## src/rtl/dma_controller_pkg.sv

```systemverilog
// dma_controller_pkg
// Shared constants for the block-move DMA engine: word size, default
// destination base address, default transfer length and the 3-bit FSM
// state encodings.
// Optional feature macro: DMA_BURST_RELEASE_EN adds the REL/REGRANT states
// used to hand the bus back to the CPU between bursts.
package dma_controller_pkg;

  localparam int              WORD_SIZE     = 16;
  localparam logic [15:0]     DMA_BASE_ADDR = 16'h01F4;
  localparam int              DMA_LENGTH    = 12;

  typedef logic [2:0] state_t;

  localparam state_t IDLE    = 3'd0;
  localparam state_t REQ     = 3'd1;
  localparam state_t XFER    = 3'd2;
  localparam state_t NEXT    = 3'd3;
  localparam state_t DONE    = 3'd4;
  localparam state_t WAITREL = 3'd5;
`ifdef DMA_BURST_RELEASE_EN
  localparam state_t REL     = 3'd6;
  localparam state_t REGRANT = 3'd7;
`endif

  // Counter width that stays legal (>= 1 bit) even for a single-burst block.
  function automatic int min1_clog2(input int n);
    return (n > 1) ? $clog2(n) : 1;
  endfunction

endpackage

```

## src/rtl/dma_controller_addr_gen.sv

```systemverilog
// dma_addr_gen
// Burst counter k for the DMA engine. Produces the registered memory line
// address (BASE_ADDR + 4k, wrapping modulo 2^WORD_SIZE) and the registered
// device word offset (4k). k never advances past LENGTH/4-1.
// Ports:
//   clk, reset  - clock, synchronous active-high reset
//   clr         - restart at burst 0
//   inc         - advance to the next burst
//   addr        - memory line address
//   idx         - device word offset of the current burst
//   last        - k is on the final burst
// Macro DMA_BURST_RELEASE_EN does not affect this module.
module dma_addr_gen #(
  parameter int                   WORD_SIZE = dma_controller_pkg::WORD_SIZE,
  parameter logic [WORD_SIZE-1:0] BASE_ADDR = dma_controller_pkg::DMA_BASE_ADDR,
  parameter int                   LENGTH    = dma_controller_pkg::DMA_LENGTH,
  parameter int                   IDXW      = $clog2(LENGTH)
) (
  input  logic                 clk,
  input  logic                 reset,
  input  logic                 clr,
  input  logic                 inc,
  output logic [WORD_SIZE-1:0] addr,
  output logic [IDXW-1:0]      idx,
  output logic                 last
);
  import dma_controller_pkg::*;

  localparam int          BURSTS = LENGTH / 4;
  localparam int          KW     = min1_clog2(BURSTS);
  localparam logic [KW-1:0] K_LAST = KW'(BURSTS - 1);

  logic [KW-1:0] k;

  always_ff @(posedge clk) begin
    if (reset || clr) begin
      k    <= '0;
      addr <= BASE_ADDR;
      idx  <= '0;
    end else if (inc && !last) begin
      k    <= k + 1'b1;
      addr <= addr + WORD_SIZE'(4);
      idx  <= idx + IDXW'(4);
    end
  end

  assign last = (k == K_LAST);

endmodule

```

## src/rtl/dma_controller.sv

```systemverilog
// dma_controller
// Bus-master DMA engine: on cmd it requests the bus (BR), and once granted
// (BG) copies LENGTH words from the device into memory as LENGTH/4 line
// writes starting at BASE_ADDR, then pulses dma_end_int for one cycle and
// waits for the grant to be released.
// Ports:
//   clk, reset   - clock, synchronous active-high reset
//   cmd          - start request (level)
//   BG / BR      - bus grant in / bus request out
//   dma_end_int  - one-cycle completion pulse
//   dev_idx      - device word offset of the burst being fetched
//   dev_data     - 4 device words at dev_idx (combinational from device)
//   m_addr       - memory line address
//   m_writeM     - memory write strobe (registered enable gated by BG)
//   m_data       - line write data, word 0 in the MSBs
//   m_doneWrite  - memory accepted the current line (one-cycle pulse)
// Macro DMA_BURST_RELEASE_EN: drop BR between bursts and wait for a fresh
// grant before each further burst. Undefined: BR held from REQ to DONE.
//
// state   | meaning
// IDLE    | bus not requested, waiting for cmd with BG low
// REQ     | BR raised, waiting for BG
// XFER    | line write in progress until m_doneWrite
// NEXT    | one-cycle gap between bursts
// DONE    | completion pulse, BR already low
// WAITREL | waiting for the handler to release BG
// REL     | (release build) BR low, waiting for BG to drop
// REGRANT | (release build) BR high again, waiting for BG
module dma_controller #(
  parameter int                   WORD_SIZE = dma_controller_pkg::WORD_SIZE,
  parameter logic [WORD_SIZE-1:0] BASE_ADDR = dma_controller_pkg::DMA_BASE_ADDR,
  parameter int                   LENGTH    = dma_controller_pkg::DMA_LENGTH
) (
  input  logic                       clk,
  input  logic                       reset,
  input  logic                       cmd,
  input  logic                       BG,
  output logic                       BR,
  output logic                       dma_end_int,
  output logic [$clog2(LENGTH)-1:0]  dev_idx,
  input  logic [4*WORD_SIZE-1:0]     dev_data,
  output logic [WORD_SIZE-1:0]       m_addr,
  output logic                       m_writeM,
  output logic [4*WORD_SIZE-1:0]     m_data,
  input  logic                       m_doneWrite
);
  import dma_controller_pkg::*;

  state_t state, state_nxt;

  logic br_nxt, wr_nxt, end_nxt;
  logic load, inc, clr;
  logic wr_en;
  logic last;

  dma_addr_gen #(
    .WORD_SIZE (WORD_SIZE),
    .BASE_ADDR (BASE_ADDR),
    .LENGTH    (LENGTH),
    .IDXW      ($clog2(LENGTH))
  ) u_addr_gen (
    .clk   (clk),
    .reset (reset),
    .clr   (clr),
    .inc   (inc),
    .addr  (m_addr),
    .idx   (dev_idx),
    .last  (last)
  );

  always_ff @(posedge clk) begin
    if (reset) state <= IDLE;
    else       state <= state_nxt;
  end

  always_comb begin
    state_nxt = state;
    case (state)
      IDLE:    if (cmd && !BG) state_nxt = REQ;
      REQ:     if (BG) state_nxt = XFER;
      XFER:    if (m_doneWrite) state_nxt = last ? DONE : NEXT;
`ifdef DMA_BURST_RELEASE_EN
      NEXT:    state_nxt = REL;
      REL:     if (!BG) state_nxt = REGRANT;
      REGRANT: if (BG) state_nxt = XFER;
`else
      NEXT:    state_nxt = XFER;
`endif
      DONE:    state_nxt = WAITREL;
      WAITREL: if (!BG) state_nxt = IDLE;
      default: state_nxt = IDLE;
    endcase
  end

  // Next values for the registered outputs. load captures dev_data on the
  // edge that enters XFER, when dev_idx already points at the burst.
  always_comb begin
    br_nxt  = 1'b0;
    wr_nxt  = 1'b0;
    end_nxt = 1'b0;
    load    = 1'b0;
    inc     = 1'b0;
    clr     = 1'b0;
    case (state)
      IDLE: begin
        if (cmd && !BG) begin
          br_nxt = 1'b1;
          clr    = 1'b1;
        end
      end
      REQ: begin
        br_nxt = 1'b1;
        if (BG) begin
          wr_nxt = 1'b1;
          load   = 1'b1;
        end
      end
      XFER: begin
        br_nxt = 1'b1;
        wr_nxt = 1'b1;
        if (m_doneWrite) begin
          wr_nxt = 1'b0;
          if (last) begin
            br_nxt  = 1'b0;
            end_nxt = 1'b1;
          end else begin
            inc = 1'b1;
          end
        end
      end
`ifdef DMA_BURST_RELEASE_EN
      NEXT: begin
        br_nxt = 1'b0;
      end
      REL: begin
        if (!BG) br_nxt = 1'b1;
      end
      REGRANT: begin
        br_nxt = 1'b1;
        if (BG) begin
          wr_nxt = 1'b1;
          load   = 1'b1;
        end
      end
`else
      NEXT: begin
        br_nxt = 1'b1;
        wr_nxt = 1'b1;
        load   = 1'b1;
      end
`endif
      default: ;
    endcase
  end

  always_ff @(posedge clk) begin
    if (reset) begin
      BR          <= 1'b0;
      wr_en       <= 1'b0;
      dma_end_int <= 1'b0;
      m_data      <= '0;
    end else begin
      BR          <= br_nxt;
      wr_en       <= wr_nxt;
      dma_end_int <= end_nxt;
      if (load) m_data <= dev_data;
    end
  end

  // A dropped grant suspends the write without losing the pending line.
  assign m_writeM = wr_en & BG;

endmodule

```

## config.mk

```make
export PLATFORM = sky130hd
export DESIGN_NAME = dma_controller
export DESIGN_NICKNAME = d
export VERILOG_FILES = /design/src/rtl/dma_controller_pkg.sv /design/src/rtl/dma_controller_addr_gen.sv /design/src/rtl/dma_controller.sv
export SDC_FILE = /design/constraint.sdc
export NUM_CORES = 1
export LEC_CHECK = 0
export BUFFER_PORTS_ARGS = -buffer_cell sky130_fd_sc_hd__buf_2
export CORE_ASPECT_RATIO = 0.7
export CORE_MARGIN = 4
export CORE_UTILIZATION = 42
export CTS_CLUSTER_DIAMETER = 50
export DETAILED_ROUTE_END_ITERATION = 16
export HOLD_SLACK_MARGIN = 0.1
export PLACE_DENSITY = 0.76
export SYNTH_ARGS = -nofsm -noshare
export SYNTH_HDL_FRONTEND = slang
export SYNTH_SLANG_ARGS = --single-unit
```

## constraint.sdc

```tcl
create_clock -name clk -period 1.8 [get_ports clk]
set_input_delay 0.09 -clock clk [delete_from_list [all_inputs] [get_ports clk]]
set_output_delay 0.09 -clock clk [all_outputs]
set_load 0.01 [all_outputs]
```

==> out/results.tsv, run 1 <==
stage	metric	value	unit
clocking	root cell of the clock tree	clkbuf_16	
critical_path	reg-to-reg endpoint	u_addr_gen.addr[15]	
logic_synthesis	Yosys warning count	0	
grt	first-pass GRT wire length	16500	µm
timing	min Tclk post-route	1700	ps
logic_synthesis	post-synth top area share	52.3	%
critical_path	WP data required	2060	ps
critical_path	Critical R2R Launch	u_addr_gen.k[0]	
grt	antenna violations before repair	0	
pwr	Lkg Pwr	0.00230	µW
grt	remaining global-route overflow	0	
logic_synthesis	Yosys reg bits	88	
timing	setup TNS	0	ps
logic_synthesis	area leader, netlist	dfxtp_1	
logic_synthesis	sequential area share after synthesis	52.3	%
routing	Initial DRC Count	159	
critical_path	crit path from	u_addr_gen.k[0]	
logic_synthesis	Netlist cell types	39	
timing	clk_skew	7.19	ps
critical_path	R2R depth	6	
pwr	combinational share of power	9.9	%
floorplan	Placement Rows	27	
logic_synthesis	Post-synth EDFFs	0	
logic_synthesis	top post-synthesis cells by count	140 x nand2_1, 88 x dfxtp_1, 74 x a21oi_1	
timing	endpoints failing hold	0	
routing	via count	3602	
pwr	Net Sw Frac	21.4	%
pwr	Psw	960	µW
routing	Final ANT Viol Nets	0	
pwr	Clock power frac	45.0	%
pwr	peak supply drop	0.000758	V
worst_hold_path	min-delay src	BG	
run	max_cap viols	0	
clocking	H-tree levels	3	
layout	Area Overhead vs Synth	56.4	%
logic_synthesis	synth top area cells	dfxtp_1 52%, nand2_1 16%, a21oi_1 11%, clkbuf_1 1.8%, buf_2 1.3%	
floorplan	Initial Utilization	42.9	%
layout	n_diodes	0	
floorplan	die area	9530	µm²
layout	Final #Nets	704	
place	GP Congestion	0.837	
logic_synthesis	FFs w/ async S/R, synth	0	%
critical_path	R2R Setup Slk	100	ps
critical_path	Worst Setup Start Kind	register	
critical_path	worst endpoint data arrival time	1960	ps
pwr	Int Pwr	3520	µW
logic_synthesis	most frequent cell after synthesis	nand2_1	
grt	largest net degree at the start of global routing	65	
place	DP HPWL	6730	µm
grt	vias in the first global route	3508	
logic_synthesis	Synth Instances	417	
logic_synthesis	syn_area_per_cell	8.07	µm²
logic_synthesis	cell area after synthesis	3370	µm²
logic_synthesis	Top FF cell, synth	dfxtp_1	
timing	Slew headroom	55.7	%
layout	fin cells	739	
routing	drt drc	0	
floorplan	IO Count	156	
critical_path	CP max FO	5	
clocking	clk_lat worst skew	330	ps
timing	fmax	587	MHz
floorplan	core box area	7840	µm²
worst_hold_path	Worst Hold Class	in2reg	
pwr	pwr dens	852	nW/µm²
timing	final setup fails	0	
timing	Worst Max-Slew Pin Slew	665	ps
timing	Min Hold Slack	123	ps
timing	unrepaired setup endpoints after global routing	false	
place	port buffer count	151	
place	Placed Instances	658	
floorplan	Chip Width	115	µm
worst_hold_path	Hold Crit Endpoint	wr_en	
layout	FILL cells	635	
critical_path	worst setup path class	reg2reg	
clocking	Sink Count	88	
clocking	Num CTS Buffers	9	
layout	share of cells above drive strength 1	30.1	%
critical_path	crit path capture type	register	
grt	GRT Total Usage	21.2	%
clocking	clock tree buffer depth	2	
timing	final period utilization	94.7	%
routing	Pre-antenna DRT Iters	4	
clocking	clock-pin slew on the worst setup and hold paths	60	ps
routing	drt wl/cell	13.9	µm
clocking	CTS tree	yes	
routing	DR vias/cell	4.87	
pwr	Flop pwr share	45.1	%
routing	Routed WL	10300	µm
worst_hold_path	Hold Crit Depth	3	
timing	Slew Viols, Final	0	
status	outcome	complete, no violations	
floorplan	DIE HEIGHT	82.9	µm
==> registers in the layout, summed over array words and instances, names as in the netlist <==
| signal | flops |
|---|---|
| u_addr_gen.idx | 2 |
| state | 3 |
| u_addr_gen.addr | 14 |
| BR | 1 |
| m_data | 64 |
| wr_en | 1 |
| u_addr_gen.k | 2 |
| dma_end_int | 1 |
==> layout by cell type (no fill, tap or decap), drive strengths merged, types with 6 or more instances in the layout <==
| cell type | n |
|---|---|
| buf | 168 |
| nand2 | 140 |
| dfxtp | 88 |
| a21oi | 74 |
| dlygate4sd3 | 65 |
| clkbuf | 12 |
| nor2 | 10 |
| o21ai | 8 |
| nand3 | 8 |
| inv | 6 |
==> timing repair <==
action / CTS / global route
resized for setup: 0 / 4
setup buffers: 0 / 0
endpoints found under the setup margin: 0 / 6
hold endpoints to repair: 66 / 0
hold buffers: 65 / 0
==> per-stage QoR <==
stage	setup WS (ps)	utilization [%]	instance area (µm²)	total power (µW)
final	95.2	67.1	5260	4480
after global routing	3.52	67.1	5260	4650
after CTS	32.1	67.0	5250	4520
after detailed placement	53.7	54.5	4270	2390
after global placement	113	54.5	4270	2380
after floorplan	41.0	-	3380	2230
==> layer usage <==
metal / wire length [µm] / GRT usage, % / vias up
met1: 4330 / 25.3 / 1649
met3: 689 / 6.19 / 21
met5: 0 / 0 / -
met4: 204 / 7.57 / 0
met2: 5040 / 35.9 / 127
li1: - / - / 1805
==> power by group through the flow <==
stage / Clock (µW) / Sequential [µW] / Combinational (µW)
after global routing: 2140 / 2030 / 484
final: 2020 / 2020 / 445
after floorplan: 0 / 2080 / 146
after detailed placement: 0 / 2060 / 326
after global placement: 0 / 2060 / 317
after CTS: 2060 / 2020 / 436
==> critical path, stage by stage, from the launching register on <==
cell and delay, ps:
dfxtp_1 310, inv_1 60, ha_2 200, nand4bb_4 240, or2_4 290, or4_1 400
a21oi_1 150
==> final cells by class <==
class | instances | area (µm²) | share of cell area (%)
sequential | 88 | 1760 | 33.5
timing repair buffer | 233 | 1560 | 29.7
multi-input combinational | 295 | 1460 | 27.7
clock buffer | 12 | 256 | 4.87
tap | 101 | 126 | 2.40
clock inverter | 4 | 76.3 | 1.45
inverter | 6 | 22.5 | 0.428
==> kinds of logic (layout without fill, tap and decap cells) <==
family          Yosys count  count (layout)  synth area share, %
fa+ha+maj                 2               2                0.743
mux                       1               1                0.335
flops                    88              88                 52.3
other cells               1               4                0.111
xor+xnor                  8               8                 2.08
simple gates            185             185                 23.8
buf+inv                  37             255                 5.35
compound gates           95              95                 15.2
==> how the worst max path moves through the flow <==
stage,endpoint,depth (start not counted)
after detailed placement,u_addr_gen.addr[15],6
final,u_addr_gen.addr[15],6
after CTS,u_addr_gen.addr[15],6
after global placement,u_addr_gen.addr[15],6
after floorplan,u_addr_gen.addr[15],7
after global routing,u_addr_gen.addr[12],6
Power figures use the tool's default switching activity.
==> run 2: changes to the inputs <==
- CORE_UTILIZATION: 42 -> 25
- PLACE_DENSITY: 0.76 -> 0.5
==> run 2 against run 1 <==
  * Setup slack worse by 9.5 ps
  * Highest routed layer unchanged
  * Global-route usage is 7.8 points lower
  * Largest cell class unchanged
  * Count of clock-buffer cells in the layout stayed put
  * First-iteration DRC count is 8.8% lower
  * Sequential share of layout area is 0.35 points lower
==> out/results.tsv, run 2 (synthesis results as in run 1) <==
stage	metric	value	unit	change
status	outcome	complete, no violations		
floorplan	core box area	13200	µm²	+68%
layout	FILL cells	1322		+110%
clocking	CTS tree	yes		
critical_path	R2R depth	6		unchanged
layout	Seq. cell area	1760	µm²	unchanged
critical_path	Top delay family on crit path	simple AND/OR/NAND/NOR gates		
timing	unrepaired setup endpoints after global routing	false		
layout	biggest regs	m_data (64), u_addr_gen.addr (14), state (3)		
layout	Area Overhead vs Synth	58.0	%	
critical_path	Worst Setup Start Kind	register		
place	Area after DPL	4370	µm²	+2.5%
layout	fin cells	824		+12%
layout	number of flip-flops in the largest register	64		unchanged
layout	most frequent cells in the layout	151 x buf_2, 140 x nand2_1, 88 x dfxtp_1, 73 x a21oi_1, 66 x dlygate4sd3_1		
routing	Initial DRC Count	145		-8.8%
timing	final period utilization	95.2	%	+0.53 points
timing	clk_skew	6.23	ps	-0.962 ps
worst_hold_path	Hold Crit Endpoint	wr_en		
critical_path	Critical R2R Launch	u_addr_gen.k[0]		
run	max_cap viols	0		unchanged
critical_path	worst setup path class	reg2reg		
timing	setup TNS	0	ps	unchanged
clocking	Sink Count	88		unchanged
pwr	pwr dens	792	nW/µm²	-7.0%
critical_path	R2R Setup Slk	90	ps	about the same
floorplan	Placement Rows	35		+30%
critical_path	CP max stage cell	or4_1		
pwr	Lkg Pwr	0.00226	µW	-1.7%
critical_path	WP data required	2070	ps	about the same
layout	Final #Nets	705		+0.14%
place	DP HPWL	6820	µm	+1.3%
timing	Slew Viols, Final	0		unchanged
clocking	clock-pin slew on the worst setup and hold paths	60	ps	about the same
clocking	setup bufs post-CTS	0		unchanged
worst_hold_path	Worst Hold Class	in2reg		
layout	commonest non-fill, non-tap cell in the layout	buf_2		
floorplan	Chip Width	147	µm	+28%
grt	largest net degree at the start of global routing	65		unchanged
floorplan	DIE HEIGHT	105	µm	+27%
timing	Worst Max-Slew Pin Slew	689	ps	+24.7 ps
timing	fmax	583	MHz	-0.55%
layout	n_diodes	0		unchanged
pwr	peak supply drop	0.000432	V	-43%
critical_path	Worst Path Buf+Inv	1		unchanged
layout	share of cells above drive strength 1	29.9	%	-0.20 points
critical_path	reg-to-reg endpoint	u_addr_gen.addr[15]		
critical_path	crit path capture type	register		
critical_path	worst-path cell chain	inv_1, ha_2, nand4bb_4, or2_4, or4_1, a21oi_2		
clocking	root cell of the clock tree	clkbuf_16		
routing	drt wl/cell	12.4	µm	-11%
floorplan	die area	15400	µm²	+62%
critical_path	worst endpoint data arrival time	1980	ps	+20 ps
layout	Final Cell Area	5320	µm²	+1.1%
place	port buffer count	151		unchanged
routing	Pre-antenna DRT Iters	4		unchanged
grt	remaining global-route overflow	0		unchanged
critical_path	CP max FO	5		unchanged
critical_path	Crit path largest cell delay	420	ps	+20 ps
place	Placed Instances	742		+13%
floorplan	Initial Utilization	25.5	%	-17 points
routing	Final ANT Viol Nets	0		unchanged
grt	antenna violations before repair	0		unchanged
grt	first-pass GRT wire length	16900	µm	+2.4%
worst_hold_path	Hold Crit Depth	4		+1
clocking	Num CTS Buffers	9		unchanged
timing	min Tclk post-route	1710	ps	+9.46 ps
routing	DR vias/cell	4.30		-12%
layout	most flop-heavy register	m_data		
routing	Routed WL	10200	µm	-0.32%
routing	via count	3540		-1.7%
floorplan	IO Count	156		unchanged
worst_hold_path	min-delay src	m_doneWrite		
grt	GRT Total Usage	13.4	%	-7.8 points
timing	final setup fails	0		unchanged
place	GP Congestion	0.808		-3.5%
clocking	H-tree levels	3		unchanged
timing	Slew headroom	54.0	%	-1.6 points
timing	endpoints failing hold	0		unchanged
timing	Min Hold Slack	181	ps	+57.1 ps
layout	Multi-input gate area	1460	µm²	about the same
grt	vias in the first global route	3404		-3.0%
routing	drt drc	0		unchanged
clocking	clock tree buffer depth	2		unchanged
clocking	clk_lat worst skew	340	ps	about the same
[run 2: routing by layer]
metal  part of all wire (%)  track usage [%]  up-vias
met5                      0                0        -
met4                    2.2             5.17        0
met3                    6.9             3.81       17
met2                     44             21.7      122
met1                     47             16.9     1596
li1                       -                -     1805
[run 2: tightest hold or removal path, stage by stage]
cell	delay, ps
buf_2	130
inv_1	40
o21ai_0	130
a21boi_0	70
[run 2: layout make-up]
class                      instances  share of cell area, %
sequential                        88                   33.1
inverter                           6                  0.423
clock buffer                      12                   4.63
multi-input combinational        295                   27.4
tap                              185                   4.35
timing repair buffer             234                   29.5
clock inverter                     4                  0.565
[run 2: stage by stage]
stage / util, % / worst slack [ps] / power (µW)
2_1_floorplan: - / 41.0 / 2230
3_3_place_gp: 33.2 / 81.2 / 2390
3_5_place_dp: 33.2 / 60.7 / 2390
4_1_cts: 40.3 / 22.2 / 4290
5_1_grt: 40.4 / 3.12 / 4420
6_report: 40.4 / 85.8 / 4210
[run 2: how the worst max path moves through the flow]
stage / from / endpoint / depth (start not counted)
4_1_cts: u_addr_gen.k[0] / u_addr_gen.addr[15] / 6
5_1_grt: u_addr_gen.k[0] / u_addr_gen.addr[12] / 6
6_report: u_addr_gen.k[0] / u_addr_gen.addr[15] / 6
3_5_place_dp: u_addr_gen.k[0] / u_addr_gen.addr[15] / 6
2_1_floorplan: u_addr_gen.k[0] / u_addr_gen.addr[15] / 7
3_3_place_gp: u_addr_gen.k[0] / u_addr_gen.addr[15] / 6
[run 2: what timing repair did]
item                       in CTS  in global routing
hold buffers                   66                  0
setup endpoints to repair       0                  3
resized for setup               0                  3
hold endpoints to repair       68                  0
[run 2: report_power, final]
group / leakage [µW] / internal, µW / switching, µW
registers: 0.000712 / 1990 / 25.0
logic: 0.00143 / 234 / 208
clock network: 0.000121 / 975 / 776
total: 0.00226 / 3200 / 1010
